**src/rtl/grid_piece_mover.sv**
```systemverilog
// Movement engine for the active 4-cell piece: bound check, collision reads, erase, rewrite.
// Define GRID_HARD_DROP_EN to build the hard-drop loop for cmd_op 11; otherwise 11 acts as soft down.
module grid_piece_mover #(
  parameter int unsigned COLS        = 12,
  parameter int unsigned ROWS        = 20,
  parameter int unsigned ADDR_W      = 8,
  parameter int unsigned DATA_W      = 8,
  parameter int unsigned TICK_CYCLES = 50000000,
  parameter int unsigned TICK_W      = 26
) (
  input  logic                        clk,
  input  logic                        reset,
  input  logic                        piece_load,
  input  logic [4*$clog2(ROWS)-1:0]   piece_rows,
  input  logic [4*$clog2(COLS)-1:0]   piece_cols,
  input  logic [DATA_W-1:0]           piece_data,
  input  logic                        cmd_valid,
  input  logic [1:0]                  cmd_op,
  output logic                        cmd_ready,
  output logic [ADDR_W-1:0]           mem_addr,
  output logic [DATA_W-1:0]           mem_wdata,
  output logic                        mem_we,
  input  logic [DATA_W-1:0]           mem_rdata,
  output logic                        resp_valid,
  output logic [1:0]                  resp_status,
  output logic                        busy,
  output logic                        active
);

  localparam int unsigned RW = $clog2(ROWS);
  localparam int unsigned CW = $clog2(COLS);
  localparam logic [1:0] OP_LEFT    = 2'b00;
  localparam logic [1:0] OP_RIGHT   = 2'b01;
  localparam logic [1:0] OP_DOWN    = 2'b10;
  localparam logic [1:0] ST_MOVED   = 2'b00;
  localparam logic [1:0] ST_BLOCKED = 2'b01;
  localparam logic [1:0] ST_LANDED  = 2'b10;

  typedef enum logic [2:0] {
    S_IDLE, S_BOUND, S_RD_ADDR, S_RD_DATA, S_ERASE, S_WRITE, S_RESP
  } state_t;

  state_t                 state, state_n;
  logic [1:0]             idx, idx_n, op_q, op_n, status_q, status_n;
  logic                   hit_q, hit_n, active_n, cell_hit;
  logic [3:0][RW-1:0]     row_q, row_n, tgt_row;
  logic [3:0][CW-1:0]     col_q, col_n, tgt_col;
  logic [DATA_W-1:0]      data_q, data_n, wdata_n;
  logic [TICK_W-1:0]      cnt, cnt_n;
  logic [ADDR_W-1:0]      addr_n;
  logic                   we_n, edge_hit, own, tick_due;
  logic                   unused_rdata;

  assign unused_rdata = ^mem_rdata[DATA_W-1:4];
  assign tick_due     = (cnt == TICK_W'(TICK_CYCLES - 1));

  function automatic logic [ADDR_W-1:0] cell_addr(input logic [RW-1:0] r, input logic [CW-1:0] c);
    return ADDR_W'(r) * ADDR_W'(COLS) + ADDR_W'(c);
  endfunction

  // Target cells for the latched op and whether any cell would leave the playfield.
  always_comb begin
    tgt_row  = row_q;
    tgt_col  = col_q;
    edge_hit = 1'b0;
    for (int i = 0; i < 4; i++) begin
      if (op_q == OP_LEFT) begin
        tgt_col[i] = col_q[i] - CW'(1);
        if (col_q[i] == CW'(0)) edge_hit = 1'b1;
      end else if (op_q == OP_RIGHT) begin
        tgt_col[i] = col_q[i] + CW'(1);
        if (col_q[i] == CW'(COLS - 1)) edge_hit = 1'b1;
      end else begin
        tgt_row[i] = row_q[i] + RW'(1);
        if (row_q[i] == RW'(ROWS - 1)) edge_hit = 1'b1;
      end
    end
  end

  // A target that is one of the piece's own cells is not a collision.
  always_comb begin
    own = 1'b0;
    for (int j = 0; j < 4; j++)
      if (row_q[j] == tgt_row[idx] && col_q[j] == tgt_col[idx]) own = 1'b1;
  end

  always_ff @(posedge clk) begin
    if (reset) begin
      state       <= S_IDLE;
      idx         <= '0;
      op_q        <= '0;
      status_q    <= '0;
      hit_q       <= 1'b0;
      row_q       <= '0;
      col_q       <= '0;
      data_q      <= '0;
      cnt         <= '0;
      active      <= 1'b0;
      mem_addr    <= '0;
      mem_wdata   <= '0;
      mem_we      <= 1'b0;
      cmd_ready   <= 1'b0;
      resp_valid  <= 1'b0;
      resp_status <= '0;
      busy        <= 1'b0;
    end else begin
      state       <= state_n;
      idx         <= idx_n;
      op_q        <= op_n;
      status_q    <= status_n;
      hit_q       <= hit_n;
      row_q       <= row_n;
      col_q       <= col_n;
      data_q      <= data_n;
      cnt         <= cnt_n;
      active      <= active_n;
      mem_addr    <= addr_n;
      mem_wdata   <= wdata_n;
      mem_we      <= we_n;
      cmd_ready   <= (state_n == S_IDLE) && active_n && (cnt_n != TICK_W'(TICK_CYCLES - 1));
      resp_valid  <= (state_n == S_RESP);
      resp_status <= (state_n == S_RESP) ? status_n : ST_MOVED;
      busy        <= (state_n != S_IDLE);
    end
  end

  always_comb begin
    state_n  = state;
    idx_n    = idx;
    op_n     = op_q;
    status_n = status_q;
    hit_n    = hit_q;
    row_n    = row_q;
    col_n    = col_q;
    data_n   = data_q;
    active_n = active;
    cnt_n    = tick_due ? cnt : cnt + TICK_W'(1);
    cell_hit = !own && (mem_rdata[3:0] != 4'h0);
    addr_n   = '0;
    wdata_n  = '0;
    we_n     = 1'b0;

    case (state)
      S_IDLE: begin
        // Gravity beats a pending command; a load only lands when nothing starts.
        if (active && tick_due) begin
          op_n    = OP_DOWN;
          cnt_n   = '0;
          state_n = S_BOUND;
        end else if (cmd_valid && cmd_ready) begin
          op_n    = cmd_op;
          state_n = S_BOUND;
        end else if (piece_load) begin
          row_n    = piece_rows;
          col_n    = piece_cols;
          data_n   = piece_data;
          active_n = 1'b1;
          cnt_n    = '0;
        end
      end
      S_BOUND: begin
        idx_n = '0;
        hit_n = 1'b0;
        if (edge_hit) begin
          status_n = op_q[1] ? ST_LANDED : ST_BLOCKED;
          state_n  = S_RESP;
        end else begin
          state_n = S_RD_ADDR;
        end
      end
      S_RD_ADDR: state_n = S_RD_DATA;
      S_RD_DATA: begin
        hit_n = hit_q || cell_hit;
        if (idx == 2'd3) begin
          idx_n = '0;
          if (hit_q || cell_hit) begin
            status_n = op_q[1] ? ST_LANDED : ST_BLOCKED;
            state_n  = S_RESP;
          end else begin
            state_n = S_ERASE;
          end
        end else begin
          idx_n   = idx + 2'd1;
          state_n = S_RD_ADDR;
        end
      end
      S_ERASE: begin
        idx_n   = idx + 2'd1;
        if (idx == 2'd3) state_n = S_WRITE;
      end
      S_WRITE: begin
        idx_n = idx + 2'd1;
        if (idx == 2'd3) begin
          row_n    = tgt_row;
          col_n    = tgt_col;
          status_n = ST_MOVED;
`ifdef GRID_HARD_DROP_EN
          state_n  = (op_q == 2'b11) ? S_BOUND : S_RESP;
`else
          state_n  = S_RESP;
`endif
        end
      end
      S_RESP: begin
        state_n = S_IDLE;
        if (status_q == ST_LANDED) active_n = 1'b0;
`ifdef GRID_HARD_DROP_EN
        if (op_q == 2'b11) cnt_n = '0;
`endif
      end
      default: state_n = S_IDLE;
    endcase

    // Memory port is registered: drive what the next state needs.
    case (state_n)
      S_RD_ADDR: addr_n = cell_addr(tgt_row[idx_n], tgt_col[idx_n]);
      S_ERASE: begin
        addr_n = cell_addr(row_q[idx_n], col_q[idx_n]);
        we_n   = 1'b1;
      end
      S_WRITE: begin
        addr_n  = cell_addr(tgt_row[idx_n], tgt_col[idx_n]);
        wdata_n = data_q;
        we_n    = 1'b1;
      end
      default: ;
    endcase
  end

endmodule

```
**config.mk**
```make
export PLATFORM = sky130hd
export DESIGN_NAME = grid_piece_mover
export DESIGN_NICKNAME = d
export VERILOG_FILES = /design/src/rtl/grid_piece_mover.sv
export SDC_FILE = /design/constraint.sdc
export NUM_CORES = 1
export LEC_CHECK = 0
export CORE_MARGIN = 3
export CORE_UTILIZATION = 25
export CTS_BUF_LIST = sky130_fd_sc_hd__clkbuf_16
export DETAILED_ROUTE_END_ITERATION = 6
export PLACE_DENSITY_LB_ADDON = 0.2
export SLEW_MARGIN = 20
export SYNTH_ARGS = -nofsm -noshare
export SYNTH_HDL_FRONTEND = slang
export SYNTH_SLANG_ARGS = --single-unit
```
**constraint.sdc**
```tcl
create_clock -name clk -period 5.1 [get_ports clk]
set_input_delay 1.02 -clock clk [delete_from_list [all_inputs] [get_ports clk]]
set_output_delay 1.02 -clock clk [all_outputs]
set_load 0.02 [all_outputs]
```
==> impl_metrics.csv <==
group,metric,value,unit
drt,antenna_left,0,
global_route,gr-total-overflow,0,
drt,avgViaCountPerCell,4.988,
setup_path,crit_type,"reg2reg",
pwr,powerDensity,421.7,nW/µm²
clocking,numCtsBuffers,9,
flow_run,cap_violations,0,
floorplan,die_w,185.9,µm
setup_path,cp-start-kind,"flop",
final_layout,final_common_cell,"nor2_1",
final_layout,final_cell_area,9390,µm²
final_layout,nNetsFinal,1153,
final_layout,fillers,3482,
timing,slew_headroom,0.3094,
setup_path,arrival,4480,ps
logic_synthesis,postSynthAreaPerCell,7.695,µm²
setup_path,path_cells,"ha_1 > a22o_1 > a222oi_1 > buf_4 > o21ai_0 > o21ai_0 > ha_1 > a21o_1 > a21oi_1 > xnor2_1 > nand2_1 > xor2_1 > xnor2_1 > o22ai_1",
logic_synthesis,synth_area,8095,µm²
drt,wirelength,24880,µm
clocking,cts-root-buf,"clkbuf_16",
global_route,antenna_found_initial,0,
logic_synthesis,syn_nets,1141,
timing,tightest_slew,1036,ps
logic_synthesis,ys_seq_area_frac,0.2547,
global_route,grt_max_degree,62,
logic_synthesis,synth_edf_count,0,
drt,post_drt_wl_per_cell,16.91,µm
global_route,grt_usage,0.1443,
setup_path,slowest_delay,660,ps
clocking,clockBufferDepth,2,
timing,clock_skew,10.81,ps
logic_synthesis,synth.distinct_cells,80,
final_layout,area_growth,16.00,%
worst_hold_path,hold_class,"reg2reg",
clocking,clkTransAtPathRegs,90,ps
clocking,cts_htree_levels,3,
drt,num_vias,7338,
setup_path,cp_data_required_time,5310,ps
floorplan,die-height,185.9,µm
clocking,cts_setup_buffers,0,
timing,slew_viol_final,0,
final_layout,multi_input_area,5528,µm²
floorplan,num_io_pins,81,
logic_synthesis,synth_cells,1052,
timing,setup_violations,0,
clocking,post_cts_resized,0,
timing,finalSetupTns,0,ps
drt,drt-initial-drc-count,398,
global_route,grt_pass1_wl,39500,µm
clocking,ctsHoldBuffers,0,
status,outcome,"complete, no violations",
floorplan,start_util,0.2552,
floorplan,die_area,34580,µm²
timing,rsz0062_at_grt,"false",
floorplan,rows,65,
pwr,ir_worst_vdd,0.1869,mV
setup_path,crit_path_end_kind,"flop",
timing,min_period,4267,ps
placement,placed_area,9074,µm²
drt,drc,0,
drt,first_pass_iters,5,
timing,clock.fmax,234.4,MHz
placement,port_buffers,76,
timing,post-route-period-util,0.8367,
logic_synthesis,ys.warnings.count,0,
global_route,grt_pass1_vias,7077,
final_layout,final_cell_mix,"nor2_1 (119), nand2_1 (118), dfxtp_1 (102)",
logic_synthesis,async_flop_share,0,
final_layout,regArea,2063,µm²
pwr,leakagePower,3.326,nW
placement,routabilityCongestion,0.8257,
clocking,clock_sinks,103,
logic_synthesis,ys_ff_latch,103,
placement,hpwl,17840,µm
setup_path,worst_path_max_delay_cell,"dfxtp_1",
clocking,worstSkewPairLatency,370,ps
clocking,cts_tree,"done",
logic_synthesis,ys.flop_type,"dfxtp_1",
floorplan,core_region_area,31720,µm²
final_layout,diodes,0,
timing,finalHoldViolations,0,
final_layout,drive_gt1_frac,0.06361,
setup_path,worstPathMaxFanout,21,
==> stage by stage <==
stage                 util  std cells  power [mW]  setup slack, ps  hold WS, ps
floorplan                -       1052       2.670             1001        429.6
global placement    0.2861       1455       3.207            851.0        434.5
detailed placement  0.2861       1455       3.218            876.3        443.3
CTS                 0.2959       1471       4.005            845.4        454.1
global route        0.2961       1471       4.285            472.6        474.5
finish              0.2961       1471       3.960            832.9        453.5
==> kinds of logic (layout without fill, tap and decap cells) <==
| family | Yosys count | in the layout | share of synthesized area |
|---|---|---|---|
| multiplexers | 48 | 48 | 0.07728 |
| XOR/XNOR | 108 | 108 | 0.1168 |
| AND/OR/NAND/NOR | 399 | 399 | 0.2399 |
| buffers and inverters | 120 | 137 | 0.06337 |
| AO/OA/AOI/OAI | 242 | 242 | 0.1951 |
| adder cells (fa/ha/maj) | 32 | 32 | 0.05286 |
| flip-flops | 103 | 103 | 0.2547 |
==> worst paths after layout <==
path,slack (ps),cells past startpoint,endpoint,start
worst max-delay path,830,14,mem_addr[7],idx[1]
worst min-delay path,450,2,data_q[1],data_q[1]
worst max register to register,830,14,mem_addr[7],idx[1]
worst min register to register,450,2,data_q[1],data_q[1]
==> power breakdown <==
group / internal (mW) / leakage, nW / total [mW] / switching, mW
logic: 0.901 / 2.33 / 2.05 / 1.15
registers: 0.915 / 0.839 / 1.15 / 0.237
clock network: 0.392 / 0.154 / 0.759 / 0.366
==> cell type report <==
cell class,instances,share of cell area
inverters,29,0.01159
repair buffers,92,0.09327
flip-flops and latches,103,0.2197
clock inverters,7,0.009194
clock buffers,9,0.02398
well taps,402,0.05356
multi-input cells,829,0.5887
==> worst max-delay path, delay by kind of cell, from the launching register on <==
| kind | cells | cell delay, ps |
|---|---|---|
| buffers and inverters | 1 | 350 |
| adders and majority gates | 2 | 720 |
| xor gates and xnor gates | 3 | 500 |
| and+or+nand+nor | 1 | 110 |
| AOI/OAI and AO/OA | 7 | 1760 |
| DFF | 1 | 660 |
==> cell usage after synthesis, types with 3 or more instances <==
cell type | instances | share of area
buf_1 | 5 | 0.0023
and3_1 | 5 | 0.0039
nor4_1 | 5 | 0.0039
a21oi_2 | 4 | 0.0043
nor2_1 | 119 | 0.055
fa_1 | 4 | 0.0099
a22oi_1 | 21 | 0.019
mux4_2 | 8 | 0.022
a21oi_1 | 76 | 0.047
o211ai_1 | 15 | 0.014
o31ai_1 | 5 | 0.0046
mux2i_4 | 3 | 0.0083
o21a_1 | 5 | 0.0046
xnor2_1 | 62 | 0.067
nand4_1 | 22 | 0.017
clkbuf_1 | 55 | 0.026
mux2i_1 | 31 | 0.038
ha_1 | 27 | 0.042
nor3_1 | 18 | 0.011
a31oi_1 | 5 | 0.0039
and3b_1 | 3 | 0.0032
and2_1 | 13 | 0.010
or4_1 | 4 | 0.0037
buf_2 | 26 | 0.016
inv_1 | 27 | 0.013
buf_6 | 3 | 0.0042
nor2b_1 | 15 | 0.012
a211oi_1 | 14 | 0.013
nand3b_1 | 6 | 0.0056
nand3_1 | 29 | 0.018
nor3b_1 | 7 | 0.0065
o2111ai_1 | 3 | 0.0032
o21ai_1 | 3 | 0.0019
o21ai_0 | 42 | 0.026
xor2_1 | 46 | 0.050
nor4bb_1 | 5 | 0.0062
o22ai_1 | 13 | 0.010
mux2_2 | 4 | 0.0056
dfxtp_1 | 103 | 0.25
nand2_1 | 119 | 0.055
nand2b_1 | 11 | 0.0085
a21o_1 | 8 | 0.0074
==> registers in the layout (all words and copies together), names as in the netlist <==
| signal | cells |
|---|---|
| hit_q | 1 |
| mem_we | 1 |
| row_q | 20 |
| mem_wdata | 8 |
| idx | 2 |
| cmd_ready | 1 |
| resp_status | 2 |
| op_q | 2 |
| data_q | 8 |
| active | 1 |
| cnt | 26 |
| busy | 1 |
| resp_valid | 1 |
| mem_addr | 8 |
| state | 3 |
| status_q | 2 |
| col_q | 16 |
==> layer usage <==
metal / GRT usage / vias to the layer above / share of wire
li1: - / 3718 / -
met1: 0.1992 / 3472 / 0.49
met2: 0.2327 / 126 / 0.45
met3: 0.02873 / 22 / 0.039
met4: 0.03396 / 0 / 0.015
met5: 0 / - / 0
No activity file was read; power rests on OpenSTA's default activity.
==> patch, RTL diff (same settings) <==
The option `GRID_HARD_DROP_EN` is turned on by a define.
--- a/src/rtl/grid_piece_mover.sv
+++ b/src/rtl/grid_piece_mover.sv
@@ -1,5 +1,7 @@
 // Movement engine for the active 4-cell piece: bound check, collision reads, erase, rewrite.
 // Define GRID_HARD_DROP_EN to build the hard-drop loop for cmd_op 11; otherwise 11 acts as soft down.
+`define GRID_HARD_DROP_EN
+
 module grid_piece_mover #(
   parameter int unsigned COLS        = 12,
   parameter int unsigned ROWS        = 20,
Check against the original RTL: same outputs for any inputs over 4 cycles, from zero or initial values and one cycle with reset high; that may be too few to reach the edited logic, so the function may still have changed.
==> patch against the original RTL <==
  * Synthesized area rose by 2.5%
  * Setup slack improved by 220 ps
  * Final area rose by 2.8%
  * Maximum frequency rose by 5.3%
  * Power rose by 7.7%
  * Sequential share of layout area fell by 0.60 points
  * Routed wire length rose by 2.1%
  * Sequential cell count did not move
  * Largest cell class unchanged
==> patch: results (changes against the original RTL) <==
- Result of the run: finished, final reports clean (unchanged).
- Static Leakage: 0.00348 uW (was 0.00333 uW)
* Pre-CTS WS: 1050 ps (was 876 ps)
- Met2 WL post-DR: 11.5 mm (was 11.2 mm)
* Net Sw Frac: 45.6% (was 44.2%)
- Placer Congestion: 0.844 (was 0.826)
- HPWL reported at the end of detailed placement: 18.8 mm (was 17.8 mm)
- The sequential-to-total area share from yosys stat came to 24.8% (was 25.5%).
* Number of cells produced by synthesis: 1,054 (was 1,052)
* Biggest cell delay along the critical path: 730 ps (was 660 ps)
- The hold-critical path depth came to 1 (was 2).
- Net count reported at finish: 1,154 (was 1,153)
* Met2 track utilization from global routing: 23.4% (was 23.3%)
- Post-synth ARST share: 0% (unchanged)
* Total via count in the routed design: 7,480 (was 7,338)
* Placed Instance Area: 0.00934 mm2 (was 0.00907 mm2)
- The routed wire length on met3 came to 914 um (was 960 um).
- The startpoint of the most critical register-to-register path is state[1]$_SDFF_PP0_ (was idx[1]$_SDFF_PP0_).
* Combined global-route utilization of all metal layers: 14.5% (was 14.4%)
- The pin count of the biggest net entering global routing came to 57 (was 62).
* Class of the worst hold path: flop to flop (unchanged)
- Met1 track utilization from global routing: 19.8% (was 19.9%)
- The biggest fanout along the worst timing path is 15 (was 21).
- The number of instances in the placed design was 1,496 (was 1,455).
* Number of global-route vias before repair: 7,394 (was 7,077)
* Number of distinct library cell variants in the gate-level netlist after synthesis: 86 (was 80)
- Final setup skew: 10.8 ps (about the same)
- The number of DRC violations after detailed-routing iteration 0 was 501 (was 398).
* Drt wl/cell: 16.8 um (was 16.9 um)
- The first-pass GRT wire length is 41.3 mm (was 39.5 mm).
* Ratio of cells with drive above 1 in the final layout: 7.38% (was 6.36%)
- Hold Worst Slack: 458 ps (was 453 ps)
* Upper clock frequency limit: 247 MHz (was 234 MHz)
- Vias per std cell: 4.95 (was 4.99)
- Met1 Wirelength: 12.5 mm (was 12.3 mm)
- Worst IR Drop VDD: 0.202 mV (was 0.187 mV)
-- patch: changes by cell type after synthesis, sizes merged, moves of 7 or more --
cell	delta
a22o	+9
buf	+7
nor3	+9
a21oi	-7
nand2	-10
mux2i	+15
inv	-7
o22ai	-13
-- patch: cells by family after synthesis --
logic type      synth area share (%)
buf+inv                         6.18
fa+ha+maj                       5.04
flops                           24.8
xor+xnor                        11.3
mux                             9.45
compound gates                  19.2
simple gates                    24.0
-- patch: cell type report --
class                           instances  area (um2)
Clock buffer                            9         225
Clock inverter                          7        83.8
Fill cell                            3520       23000
Inverter                               23        86.3
Multi-Input combinational cell        834        5750
Sequential cell                       103        2060
Tap cell                              442         553
Timing Repair Buffer                   94         891
-- patch: power groups by stage --
stage               Combinational [uW]  Sequential (uW)  Clock (uW)
floorplan                         1850             1050           0
global placement                  2330             1190           0
detailed placement                2340             1190           0
CTS                               2350             1170         793
global route                      2600             1200         816
finish                            2330             1170         763
